$ cat src/rtl/keypad_pkg.sv
// Shared types and constants for the 4x4 matrix keypad scanner.
// Also provides the row-drive helper used wherever a row index becomes an active-low select.
package keypad_pkg;

    localparam int ROWS = 4;

    typedef enum logic [1:0] {
        IDLE,
        PRESS_DEB,
        HELD,
        RELEASE_DEB
    } state_t;

    typedef enum logic [1:0] {
        FRAME_NONE,
        FRAME_SINGLE,
        FRAME_MULTI
    } frame_t;

    function automatic logic [3:0] row_drive(input logic [1:0] idx);
        return ~(4'b0001 << idx);
    endfunction

endpackage

$ cat src/rtl/scan_tick_gen.sv
// Divides the clock by PERIOD to produce a one-cycle tick and a rotating 2-bit index.
// The same divider can drive the digit rotation of the seven-segment display.
module scan_tick_gen #(
    parameter int PERIOD = 100000
) (
    input  logic       clk,
    input  logic       rst_n,
    output logic       tick,
    output logic [1:0] row_idx
);

    localparam int CW = (PERIOD > 1) ? $clog2(PERIOD) : 1;
    localparam logic [CW-1:0] LAST = CW'(PERIOD - 1);

    logic [CW-1:0] count;

    assign tick = (count == LAST);

    always_ff @(posedge clk or negedge rst_n) begin
        if (!rst_n) begin
            count   <= '0;
            row_idx <= 2'd0;
        end else if (tick) begin
            count   <= '0;
            row_idx <= row_idx + 2'd1;
        end else begin
            count <= count + 1'b1;
        end
    end

endmodule

$ cat src/rtl/keypad_scanner.sv
// 4x4 active-low matrix keypad scanner: row rotation, per-frame hit accumulation,
// and a press/release debounce FSM reporting one key as a hex code plus strobe.
module keypad_scanner
    import keypad_pkg::*;
#(
    parameter int SCAN_PERIOD    = 100000,
    parameter int DEBOUNCE_SCANS = 4
) (
    input  logic       clk,
    input  logic       rst_n,
    output logic [3:0] row,
    input  logic [3:0] col,
    output logic [3:0] key_code,
    output logic       key_valid,
    output logic       key_down
);

    localparam int CNT_W = $clog2(DEBOUNCE_SCANS + 1);
    localparam logic [CNT_W-1:0] CNT_LAST = CNT_W'(DEBOUNCE_SCANS - 1);

    logic       tick;
    logic [1:0] row_idx;
    logic [3:0] col_meta;
    logic [3:0] col_sync;

    logic [3:0] hit_code;
    logic [1:0] hit_cnt;

    logic [3:0] col_hits;
    logic [2:0] hit_total;
    logic [1:0] first_col;
    logic [3:0] hit_sum;
    logic [1:0] acc_cnt;
    logic [3:0] acc_code;
    logic       frame_end;
    frame_t     frame_res;
    logic       single;

    state_t           state;
    logic [CNT_W-1:0] cnt;
    logic [3:0]       cand;

    scan_tick_gen #(
        .PERIOD(SCAN_PERIOD)
    ) u_tick (
        .clk    (clk),
        .rst_n  (rst_n),
        .tick   (tick),
        .row_idx(row_idx)
    );

    assign row = row_drive(row_idx);

    always_ff @(posedge clk or negedge rst_n) begin
        if (!rst_n) begin
            col_meta <= 4'b1111;
            col_sync <= 4'b1111;
        end else begin
            col_meta <= col;
            col_sync <= col_meta;
        end
    end

    // Merge this row's sample into the frame so far; the lowest low column gives the code.
    always_comb begin
        col_hits  = ~col_sync;
        hit_total = 3'd0;
        first_col = 2'd0;
        for (int c = ROWS - 1; c >= 0; c--) begin
            if (col_hits[c]) begin
                hit_total = hit_total + 3'd1;
                first_col = 2'(c);
            end
        end
        hit_sum   = {1'b0, hit_total} + {2'b00, hit_cnt};
        acc_cnt   = (hit_sum >= 4'd2) ? 2'd2 : hit_sum[1:0];
        acc_code  = (hit_cnt == 2'd0) ? {row_idx, first_col} : hit_code;
        frame_end = tick && (row_idx == 2'(ROWS - 1));
        case (acc_cnt)
            2'd0:    frame_res = FRAME_NONE;
            2'd1:    frame_res = FRAME_SINGLE;
            default: frame_res = FRAME_MULTI;
        endcase
        single = (frame_res == FRAME_SINGLE);
    end

    always_ff @(posedge clk or negedge rst_n) begin
        if (!rst_n) begin
            hit_cnt  <= 2'd0;
            hit_code <= 4'd0;
        end else if (frame_end) begin
            hit_cnt  <= 2'd0;
            hit_code <= 4'd0;
        end else if (tick) begin
            hit_cnt  <= acc_cnt;
            hit_code <= acc_code;
        end
    end

    // MULTI frames fall through the !single paths, so they behave exactly like NONE.
    always_ff @(posedge clk or negedge rst_n) begin
        if (!rst_n) begin
            state     <= IDLE;
            cnt       <= '0;
            cand      <= 4'd0;
            key_code  <= 4'd0;
            key_valid <= 1'b0;
            key_down  <= 1'b0;
        end else begin
            key_valid <= 1'b0;
            if (frame_end) begin
                case (state)
                    IDLE: begin
                        if (single) begin
                            cand  <= acc_code;
                            cnt   <= CNT_W'(1);
                            state <= PRESS_DEB;
                        end
                    end
                    PRESS_DEB: begin
                        if (single && acc_code == cand) begin
                            cnt <= cnt + 1'b1;
                            if (cnt == CNT_LAST) begin
                                key_code  <= cand;
                                key_valid <= 1'b1;
                                key_down  <= 1'b1;
                                state     <= HELD;
                            end
                        end else if (single) begin
                            cand <= acc_code;
                            cnt  <= CNT_W'(1);
                        end else begin
                            state <= IDLE;
                        end
                    end
                    HELD: begin
                        if (!single) begin
                            cnt   <= CNT_W'(1);
                            state <= RELEASE_DEB;
                        end
                    end
                    RELEASE_DEB: begin
                        if (!single) begin
                            cnt <= cnt + 1'b1;
                            if (cnt == CNT_LAST) begin
                                key_down <= 1'b0;
                                state    <= IDLE;
                            end
                        end else begin
                            state <= HELD;
                        end
                    end
                    default: state <= IDLE;
                endcase
            end
        end
    end

endmodule

$ cat config.mk
export PLATFORM = sky130hd
export DESIGN_NAME = keypad_scanner
export DESIGN_NICKNAME = d
export VERILOG_FILES = /design/src/rtl/keypad_pkg.sv /design/src/rtl/scan_tick_gen.sv /design/src/rtl/keypad_scanner.sv
export SDC_FILE = /design/constraint.sdc
export NUM_CORES = 1
export LEC_CHECK = 0
export ABC_AREA = 1
export CAP_MARGIN = 20
export CORE_UTILIZATION = 50
export CTS_CLUSTER_DIAMETER = 60
export CTS_CLUSTER_SIZE = 12
export DETAILED_ROUTE_END_ITERATION = 7
export HOLD_SLACK_MARGIN = 0.05
export PLACE_DENSITY = 0.82
export REMOVE_ABC_BUFFERS = 1
export SYNTH_ARGS = -nofsm -noshare
export SYNTH_HDL_FRONTEND = slang
export SYNTH_SLANG_ARGS = --single-unit
$ cat constraint.sdc
create_clock -name clk -period 3.2 [get_ports clk]
set_input_delay 0.64 -clock clk [delete_from_list [all_inputs] [get_ports clk]]
set_output_delay 0.64 -clock clk [all_outputs]
set_load 0.005 [all_outputs]
* Word level (Yosys, flattened, before mapping)
Index checks and enable logic that the tools add are counted.
** Operators by class
- Add/subtract/negate cells :: 7
- Magnitude comparators :: 1
- Equal/unequal tests :: 19
- Shifts and indexed selects :: 1
- Mux-type cells :: 41
- Bitwise gates (word level) :: 2
- Reductions and logical operators :: 13
** Operator list (number)
- $mux W2 :: 14
- $mux W3 :: 7
- $mux W4 :: 5
- $add A17 B1 Y17 const B :: 1
- $eq A17 B17 Y1 const B :: 1
- $mux W17 :: 1
- $ne A2 B2 Y1 const B :: 7
- $add A3 B1 Y3 const B :: 4
- $pmux W3 S4 :: 1
- $reduce_and A6 Y1 :: 2
- $mux W1 :: 9
- $ne A3 B3 Y1 const B :: 3
- $not A4 Y4 :: 2
- $pmux W2 S4 :: 1
- $pmux W4 S2 :: 1
- $eq A2 B1 Y1 const B :: 3
- $eq A2 B2 Y1 const B :: 3
- $logic_not A2 Y1 :: 3
- $reduce_and A3 Y1 :: 2
- $reduce_bool A2 Y1 :: 3
- $add A3 B2 Y4 :: 1
- $eq A4 B4 Y1 :: 1
- $ge A4 B2 Y1 const B :: 1
- $pmux W2 S2 :: 1
- other kinds (6) :: 7
** Storage, ports and cells
- Register bits :: 48
- Input bits :: 6
- Output and inout bits :: 10
- Logic and storage cells :: 96

* Longest topological paths before layout
Gate-level depths: netlist (run 1).
- Depth after elaboration :: 18
- Gate-level depth with buffers :: 21
- Depth with buffers taken out :: 21

* Modules after synthesis
Synthesis (run 1) repeated with hierarchy kept, for this count alone.
** Unflattened totals
- Cell total of the unflattened synthesis :: 372
- Area, all modules :: 2916.5 um^2
** By module, submodules not included
- keypad_scanner :: times used 1, cells each 205, area each 1781.7 um^2, sequential area each 735.7 um^2
- scan_tick_gen :: times used 1, cells each 167, area each 1134.8 um^2, sequential area each 475.5 um^2

* Least setup slack after synthesis (run 1)
OpenSTA, ideal clock, no wires.
- Path type :: flip-flop to flip-flop
- Start :: register col_sync[2]
- End :: register state[1]
- Setup time :: 113 ps
- Arrival :: 2890 ps
- Required time :: 3087 ps
- Path slack :: 197 ps
- Cell stages (with the launch flop) :: 21
- Path buffers :: 0
- Period minus slack after synthesis :: 3003 ps
- Cells stage by stage :: dfstp_2 inv_1 ha_1 xnor2_1 ha_1 inv_1 o21ai_0 inv_1 fa_1 inv_1 nand2_1 nand2_2 nand4_4 nor2_2 nand2_4 nand2_4 nand2_2 nand2_2 nand2_1 nand2_1 inv_1
** Between the ends
- Cells in the longest elaborated chain, start to end :: 15
- Elaborated cells between the ends (all ways) :: 28
- Classes of those cells :: add/sub (3); order compare (1); eq/ne (8); mux (12); bitwise (1); reduce/logical (3)
** RTL lines
- start, declared :: line keypad_scanner.sv:24 : logic [3:0] col_sync;
- start signal, assigned :: line keypad_scanner.sv:60 : col_sync <= col_meta;
- $not A4 Y4 * :: line keypad_scanner.sv:66 : col_hits = ~col_sync;
- $mux W3 :: line keypad_scanner.sv:70 : if (col_hits[c]) begin
- $add A3 B1 Y3 :: line keypad_scanner.sv:71 : hit_total = hit_total + 3'd1;
- $mux W3 :: line keypad_scanner.sv:70
- $add A3 B1 Y3 :: line keypad_scanner.sv:71
- $mux W3 :: line keypad_scanner.sv:70
- $add A3 B2 Y4 :: line keypad_scanner.sv:75 : hit_sum = {1'b0, hit_total} + {2'b00, hit_cnt};
- $ge A4 B2 Y1 :: line keypad_scanner.sv:76 : acc_cnt = (hit_sum >= 4'd2) ? 2'd2 : hit_sum[1:0];
- $mux W2 :: line keypad_scanner.sv:76
- $eq A2 B1 Y1 or $logic_not A2 Y1 (tied branches) :: line keypad_scanner.sv:79 : case (acc_cnt)
- $pmux W2 S2 :: line keypad_scanner.sv:79
- $eq A2 B1 Y1 :: line keypad_scanner.sv:84 : single = (frame_res == FRAME_SINGLE);
- $logic_and A1 B1 Y1 :: line keypad_scanner.sv:121 : if (single && acc_code == cand) begin
- $ne A3 B3 Y1 (no source line) or $mux W2 (tied branches)
- $reduce_and A6 Y1 (no source line) or $pmux W2 S4 (tied branches)
- end signal, assigned :: line keypad_scanner.sv:117 : state <= PRESS_DEB;
- end signal, assigned :: line keypad_scanner.sv:127 : state <= HELD;
- end signal, assigned :: line keypad_scanner.sv:133 : state <= IDLE;
- end, declared :: line keypad_scanner.sv:39 : state_t state;
Mark *: on every way between the ends. The rest lies on a longest branch, timed or not.
A chain may end at the register's enable or synchronous reset.

* Worst setup path in the final report (run 1)
Ends and elaborated chain as after synthesis.

==> qor.txt, run 1 <==
PortBufs: 15
Clock Path Buffers: 2
Layout cells sized above 1: 17.2%
CTS Hold Bufs: 0
Crit-path cells: inv_1 -> ha_4 -> xnor2_1 -> ha_1 -> inv_1 -> o21ai_2 -> inv_1 -> fa_2 -> nand4_4 -> nor2_4 -> nand2_1 -> nand2_1 -> nor2_2 -> nand2_2 -> nand2_1 -> nand2_1 -> inv_1
Post-DP HPWL: 3490 microns
Placer congestion estimate: 0.866
Clock-pin slew on the worst setup and hold paths: 0.09 ns
Htree depth: 2
R2R Path End: state[1]
Worst-Margin Slew: 0.492 ns
Worst slack, placed: -0.0516 ns
TritonCTS Sinks: 48
Power per cell area: 357 mW/mm^2
R2R setup slack: 0.20 ns
Final Hold Viols: 0
Global router's overall resource usage: 20.0%
Max Cap Violations: 0
Global-route wire length before repair: 8250 microns
Router iterations before antenna repair: 4
Final Power: 0.00109 W
Library cells used by synthesis: 31
1st-iter DRT viols: 97
Status: finished, final reports clean
Worst Slack Setup Final: 0.199 ns
Fin crit period: 3.00 ns
DR vias/cell: 5.00
Setup Viol. Count Final: 0
Worst skew pair latency: 0.30 ns
Arrival @ worst endpoint: 3.21 ns
Initial Util: 52.2%
CP Capture Type: flop
Largest net degree at the start of global routing: 49
Non-filler instance count after layout: 414
Post-Synthesis Cells: 320
Final ANT Viol Nets: 0
Die X: 75.0 microns
CP delay by family, top: adder cells
Core area: 0.00511 sq mm
Worst r2r path cells: 17
Drc violations: 0
Max Freq: 0.333 GHz
Seq/Total Area, Yosys: 45.4%
Max stage delay on crit path: 0.57 ns
Vias: 2069
Worst Hold Class: input port to async pin
Final Max Tran Viols: 0
Final Routed Wirelength: 4800 microns
Mapped Area: 0.00267 sq mm
Critical Path Source Type: flop
RSZ-0062 raised after global routing: no
CTS tree: built
DP Cell Count: 404
Fin crit share: 93.8%
Die H: 75.0 microns
Slew margin rel.: 67.2%
# IOs: 16
Synth-to-Final Area Change: 14.6%
Synth Area per Inst: 8.33 sq um
Req. time, crit path: 3.41 ns
Row count: 26
YS warnings: 0
CP Max Fanout: 5
DR WL/cell: 11.6 microns
Vias in the first global route: 2003
Initial antenna violation count: 0
Number of buffers created by CTS: 5
Synth area leaders: dfrtp_1 (38%), nand2_1 (10%), dfstp_2 (7.9%)
Final net count: 363
Finished Core Util: 59.8%
Synth Register Bits: 48
Clock Tree Root: clkbuf_8
Die area: 0.00563 sq mm
Post-synth top area share: 37.5%
Critical path class: flop to flop
Buf+Inv Stages, Crit Path: 4
Worst path slowest cell: fa_2
Clk_skew: 0.00683 ns
Crit Reg-Reg Startpoint: col_sync[2]
Peak VDD IR: 260 uV
Largest area contributor in the netlist: dfrtp_1
Hold WS: 0.286 ns
CP startpoint: col_sync[2]
Diodes inserted: 0
Aggregate global routing overflow: 0
Leak pwr: 1.48 nW
per-stage QoR:
stage,area (sq um),TNS [ns]
2_1_floorplan,2660,0
3_3_place_gp,2890,0
3_5_place_dp,2890,-0.137
4_1_cts,3000,0
5_1_grt,3060,0
6_report,3060,0
cell usage after synthesis, drive strengths merged:
master  number
nand2       83
inv         59
dfrtp       40
nor2        32
o21ai       26
nand3       20
ha          13
dfstp        8
nand4        8
a21oi        6
nor3         5
xor2         5
nor4         3
nor3b        2
o22ai        2
xnor2        2
a31oi        1
buf          1
fa           1
nand3b       1
o211ai       1
or2          1
power by group:
group          switching (W)  internal [W]
Sequential        0.00000369      0.000615
Combinational      0.0000594     0.0000349
Clock               0.000201      0.000177
Total               0.000264      0.000827
cells in the final DEF, fill, tap and decap left out, types with 3 or more instances in the layout:
cell / instances
inv_2: 7
nand4_4: 3
o21ai_1: 12
nand2_1: 74
clkbuf_8: 6
clkdlybuf4s50_1: 14
nor2_2: 6
ha_1: 12
nand2_2: 7
nor2_1: 21
nor3_1: 4
nor4_1: 3
dfrtp_1: 40
a21oi_1: 6
nand3_1: 18
inv_1: 52
nand4_1: 4
o21ai_0: 13
xor2_1: 5
nor2_4: 5
dfstp_2: 8
flip-flops by register name, indices dropped and copies added (netlist names):
register and flops:
cand 4, key_code 4, col_meta 4, key_valid 1
col_sync 4, cnt 3, hit_code 4, state 2
u_tick.count 17, hit_cnt 2, key_down 1, u_tick.row_idx 2
layer usage:
metal	up-vias	wire length (microns)	global-route usage, %	part of all wire (%)
li1	1056	-	-	-
met1	961	2150	22.8	45
met2	39	2350	34.6	49
met3	13	162	4.42	3.4
met4	0	143	11.1	3.0
met5	-	0	0	0
cell families (layout without fill, tap and decap cells):
kind of cell / Yosys count / in the layout / share of synthesized area (%)
AND/OR/NAND/NOR: 155 / 155 / 29.9
buffers and inverters: 60 / 84 / 8.49
flip-flops: 48 / 48 / 45.4
AO/OA/AOI/OAI: 36 / 36 / 6.99
adder cells (fa/ha/maj): 14 / 14 / 6.85
XOR/XNOR: 7 / 7 / 2.30
what timing repair did:
| item | CTS | global route |
|---|---|---|
| setup buffers | 0 | 1 |
| pin swaps | 0 | 1 |
| setup endpoints to repair | 4 | 15 |
| gates resized for setup | 2 | 7 |
layout make-up:
cell class | instances | area (sq um)
Clock inverter | 2 | 13.8
Multi-Input combinational cell | 212 | 1270
Fill cell | 451 | 2050
Timing Repair Buffer | 17 | 173
Tap cell | 70 | 87.6
Sequential cell | 48 | 1210
Clock buffer | 6 | 82.6
Inverter | 59 | 221
worst max path at each step:
stage,slack [ns],endpoint,depth (start not counted)
floorplan,0.20,state[1],20
global placement,0.10,state[1],20
detailed placement,-0.05,cnt[1],16
finish,0.20,state[1],17
global route,0.01,state[1],16
CTS,0.04,state[1],20
Note: power is estimated with default switching activity, not from simulation.
==> run 2: changes to the inputs <==
--- a/config.mk
+++ b/config.mk
@@ -7,12 +7,13 @@
 export LEC_CHECK = 0
 export ABC_AREA = 1
 export CAP_MARGIN = 20
-export CORE_UTILIZATION = 50
+export CORE_MARGIN = 2
+export CORE_UTILIZATION = 53
 export CTS_CLUSTER_DIAMETER = 60
 export CTS_CLUSTER_SIZE = 12
 export DETAILED_ROUTE_END_ITERATION = 7
 export HOLD_SLACK_MARGIN = 0.05
-export PLACE_DENSITY = 0.82
+export PLACE_DENSITY = 0.85
 export REMOVE_ABC_BUFFERS = 1
 export SYNTH_ARGS = -nofsm -noshare
 export SYNTH_HDL_FRONTEND = slang
==> run 2 against run 1 <==
Effect of this change:
- sequential share of layout area is 0.11 points higher
- final area down 0.29%
- first-iteration DRC count shrank 23%
- cell count is 0.48% lower
- combinational power increased by 6%
- critical path depth stayed put
- critical endpoint unchanged
==> qor.txt, run 2 (synthesis gave the netlist of run 1 again) <==
Status: finished, final reports clean
Final Routed Wirelength: 4940 microns
CP Max Fanout: 5
Clock-pin slew on the worst setup and hold paths: 0.08 ns
Global router's overall resource usage: 19.6%
Row count: 25
Initial Util: 55.7%
Placer congestion estimate: 0.816
Global-route wire length before repair: 8490 microns
Drc violations: 0
TritonCTS Sinks: 48
Clock Tree Root: clkbuf_8
Critical path class: flop to flop
Fin Setup TNS: 0 ns
Number of buffers created by CTS: 5
Fillers: 423
Router iterations before antenna repair: 4
Final Max Tran Viols: 0
Diodes inserted: 0
Vias in the first global route: 2004
Largest net degree at the start of global routing: 49
Core area: 0.00479 sq mm
Leak pwr: 1.48 nW
Max Cap Violations: 0
Fin crit period: 3.04 ns
Arrival @ worst endpoint: 3.24 ns
Worst-Margin Slew: 0.425 ns
1st-iter DRT viols: 75
Final Hold Viols: 0
Final ANT Viol Nets: 0
CTS tree: built
Htree depth: 2
Max Freq: 0.329 GHz
Peak VDD IR: 235 uV
CTS Hold Bufs: 0
Final net count: 364
DR WL/cell: 12.0 microns
Initial antenna violation count: 0
DR vias/cell: 5.01
Worst Hold Class: input port to async pin
Clk_skew: 0.00751 ns
Slew margin rel.: 71.4%
Vias: 2064
Max reg flops: 17
Biggest register: u_tick.count
CP Capture Type: flop
Critical Path Source Type: flop
Setup Viol. Count Final: 0
Fin crit share: 95.1%
PortBufs: 15
Layout cells sized above 1: 16.8%
Aggregate global routing overflow: 0
Commonest cells after routing, fill and taps aside: nand2_1 (74), inv_1 (52), dfrtp_1 (40)
Finished Core Util: 63.7%
Most common cell after layout, fill and taps aside: nand2_1
Worst skew pair latency: 0.30 ns
Clock Path Buffers: 2
Synth-to-Final Area Change: 14.3%
Die X: 74.9 microns
Req. time, crit path: 3.40 ns
Post-DP HPWL: 3650 microns
# IOs: 16
Power per cell area: 349 mW/mm^2
Die H: 74.9 microns
Die area: 0.00561 sq mm
run 2: cell types whose count changed in the layout (fill, tap and decap cells not counted), sizes merged:
cell / previous run / this run
clkbuf: 6 / 7
inv: 60 / 59
buf: 3 / 4
run 2: critical path, cell delays in order, from the launching register on:
cell and delay [ns]:
dfstp_2 0.54, inv_1 0.08, ha_4 0.23, xnor2_1 0.15, ha_1 0.29, inv_1 0.05
o21ai_2 0.13, inv_1 0.07, fa_1 0.59, nand4_4 0.19, nor2_4 0.17, nand2_4 0.08
nand2_4 0.09, nand2_2 0.06, nand2_2 0.07, nand2_1 0.05, nand2_1 0.06, inv_1 0.03
run 2: final cells by class:
class | count | area [sq um] | share of cell area (%)
repair buffers | 18 | 180 | 5.91
inverters | 59 | 221 | 7.27
clock buffers | 7 | 76.3 | 2.50
clock inverters | 1 | 5.00 | 0.164
flip-flops and latches | 48 | 1210 | 39.7
multi-input cells | 212 | 1270 | 41.7
well taps | 67 | 83.8 | 2.75
run 2: power by group:
group	switching, W	total (W)	internal (W)
clock network	0.000192	0.000345	0.000154
registers	0.00000421	0.000620	0.000615
logic	0.0000622	0.000100	0.0000381
run 2: path summary, 6_finish.rpt:
check	slack [ns]	to	cells after the start	start
min in group clk	0.36	col_sync[3]	0	col_meta[3]
worst max-delay path	0.16	state[1]	17	col_sync[3]
worst min-delay path	0.24	u_tick.count[8]	1	rst_n
worst min register to register	0.36	col_sync[3]	0	col_meta[3]
max in group asynchronous	2.40	col_meta[3]	2	rst_n
worst max register to register	0.16	state[1]	17	col_sync[3]
run 2: through the flow:
step / setup slack [ns] / total power, W / hold WS [ns] / cells / area (sq um)
global route: -0.0297 / 0.00111 / 0.261 / 412 / 3050
global placement: 0.0781 / 0.000709 / 0.346 / 401 / 2890
finish: 0.156 / 0.00107 / 0.241 / 412 / 3050
floorplan: 0.197 / 0.000685 / 0.344 / 319 / 2660
detailed placement: -0.0129 / 0.000714 / 0.347 / 401 / 2890
CTS: 0.0534 / 0.00107 / 0.360 / 409 / 2990
run 2: what timing repair did:
item	4_1_cts	5_1_grt
resized for setup	5	5
pin swaps	0	4
buffers inserted	0	2
endpoints found under the hold margin	0	0
endpoints found under the setup margin	4	15
gates cloned	0	0
run 2: metal layers:
layer	part of all wire [%]	vias up	GRT usage (%)
met3	3.2	5	3.75
met1	46	955	24.9
met4	0.93	0	6.75
met2	50	45	33.6
li1	-	1059	-
met5	0	-	0
==> run 3: changes to the inputs <==
--- a/config.mk
+++ b/config.mk
@@ -7,7 +7,7 @@
 export LEC_CHECK = 0
 export ABC_AREA = 1
 export CAP_MARGIN = 20
-export CORE_MARGIN = 2
+export CORE_MARGIN = 10
 export CORE_UTILIZATION = 53
 export CTS_CLUSTER_DIAMETER = 60
 export CTS_CLUSTER_SIZE = 12
==> run 3 against run 2 <==
Effect of this change:
- sequential power hardly changed
- core utilization grew 0.76 points
- count of clock-buffer cells in the layout decreased by 1
==> qor.txt, run 3 (synthesis gave the netlist of run 1 again) <==
Status: finished, final reports clean
DR WL/cell: 12.8 microns
Initial Util: 55.7%
Crit Reg-Reg Startpoint: col_sync[2]
Post-DP HPWL: 3920 microns
Initial antenna violation count: 0
CP startpoint: col_sync[2]
Max Freq: 0.328 GHz
Clock Path Buffers: 2
Critical path class: flop to flop
R2R setup slack: 0.15 ns
Die H: 90.9 microns
Placer congestion estimate: 0.849
Core area: 0.00479 sq mm
Number of buffers created by CTS: 5
TritonCTS Sinks: 48
Die X: 90.9 microns
CTS tree: built
Fillers: 393
Flop pwr share: 56.2%
Final Power: 0.00110 W
Diodes inserted: 0
Worst Hold Class: input port to async pin
Max Cap Violations: 0
Setup Viol. Count Final: 0
1st-iter DRT viols: 155
Arrival @ worst endpoint: 3.25 ns
Final Hold Viols: 0
Final Max Tran Viols: 0
Layout cells sized above 1: 19.0%
Aggregate global routing overflow: 0
Slew margin rel.: 68.0%
Worst r2r path cells: 17
Htree depth: 2
Req. time, crit path: 3.41 ns
Switching power share of the total: 24.4%
CTS Hold Bufs: 0
Clock-pin slew on the worst setup and hold paths: 0.08 ns
Power per cell area: 358 mW/mm^2
DR vias/cell: 5.18
Sw power: 0.000270 W
Die area: 0.00827 sq mm
Synth-to-Final Area Change: 15.7%
Router iterations before antenna repair: 4
Max reg flops: 17
Row count: 25
Clock network fraction of total power: 33.8%
CP Max Fanout: 5
Worst-Margin Slew: 0.479 ns
Finished Core Util: 64.4%
Largest net degree at the start of global routing: 49
Leak pwr: 1.51 nW
Vias: 2145
Biggest register: u_tick.count
Final net count: 366
Int Pwr: 0.000833 W
Clock Tree Root: clkbuf_8
Drc violations: 0
Fin crit share: 95.2%
Clk_skew: 0.00795 ns
Worst slack, placed: -0.0966 ns
PortBufs: 15
Final ANT Viol Nets: 0
Global-route wire length before repair: 9790 microns
Critical Path Source Type: flop
# IOs: 16
Comb power frac: 10.1%
Worst skew pair latency: 0.31 ns
Peak VDD IR: 294 uV
CP Capture Type: flop
Worst Slack Setup Final: 0.154 ns
Final Routed Wirelength: 5300 microns
Most common cell after layout, fill and taps aside: nand2_1
Commonest cells after routing, fill and taps aside: nand2_1 (74), inv_1 (50), dfrtp_1 (40)
Fin crit period: 3.05 ns
Vias in the first global route: 2179
Global router's overall resource usage: 14.0%
## run 3: changes by cell type in the layout (fill, tap and decap cells not counted), sizes merged
cell    delta
buf        +2
clkbuf     -1
clkinv     +1
## run 3: final timing paths
| check | endpoint |
|---|---|
| max | state[1] |
| min | u_tick.count[8] |
| max reg2reg | state[1] |
| min reg2reg | col_sync[2] |
| max in group asynchronous | col_sync[2] |
| min in group clk | col_sync[2] |
## run 3: power groups by stage
stage                     registers [W]  logic [W]  clock network [W]
after global routing           0.000621   0.000122           0.000408
after floorplan                0.000630  0.0000552                  0
after global placement         0.000630  0.0000790                  0
after CTS                      0.000619  0.0000897           0.000380
final                          0.000620   0.000111           0.000372
after detailed placement       0.000631  0.0000839                  0
## run 3: cell type report
| type | instances | area [sq um] | area share, % |
|---|---|---|---|
| inverter | 59 | 221 | 7.18 |
| clock inverter | 2 | 10.0 | 0.325 |
| sequential | 48 | 1210 | 39.3 |
| clock buffer | 6 | 82.6 | 2.68 |
| multi-input combinational | 212 | 1280 | 41.5 |
| tap | 67 | 83.8 | 2.72 |
| timing repair buffer | 20 | 195 | 6.33 |
## run 3: metrics by stage
stage / instances / cell area [sq um] / hold WS, ns / setup TNS (ns)
2_1_floorplan: 319 / 2660 / 0.344 / 0
3_3_place_gp: 401 / 2890 / 0.346 / 0
3_5_place_dp: 401 / 2890 / 0.347 / -0.453
4_1_cts: 409 / 3000 / 0.359 / -0.00960
5_1_grt: 414 / 3080 / 0.278 / -0.0192
6_report: 414 / 3080 / 0.264 / 0
## run 3: what timing repair did
| item | in CTS | in global routing |
|---|---|---|
| pin swaps | 0 | 8 |
| setup buffers | 0 | 4 |
| setup endpoints to repair | 14 | 15 |
| resized for setup | 5 | 11 |
## run 3: per-layer routing
metal / share of wire (%) / global-route usage, % / up-vias / wire length [microns]
li1: - / - / 1066 / -
met1: 43 / 16.0 / 1031 / 2260
met2: 51 / 24.6 / 43 / 2730
met3: 4.9 / 4.07 / 5 / 257
met4: 0.98 / 3.79 / 0 / 52
met5: 0 / 0 / - / 0
## run 3: worst max-delay path: stages, from the launching register on
cell	delay, ns
dfstp_2	0.55
inv_1	0.07
ha_4	0.23
xnor2_2	0.15
ha_1	0.29
inv_1	0.05
o21ai_2	0.17
inv_2	0.06
fa_2	0.58
nand4_4	0.17
nor2_4	0.17
nand2_4	0.09
nand2_4	0.08
nand2_2	0.06
nand2_2	0.07
nand2_1	0.05
nand2_1	0.06
inv_1	0.03
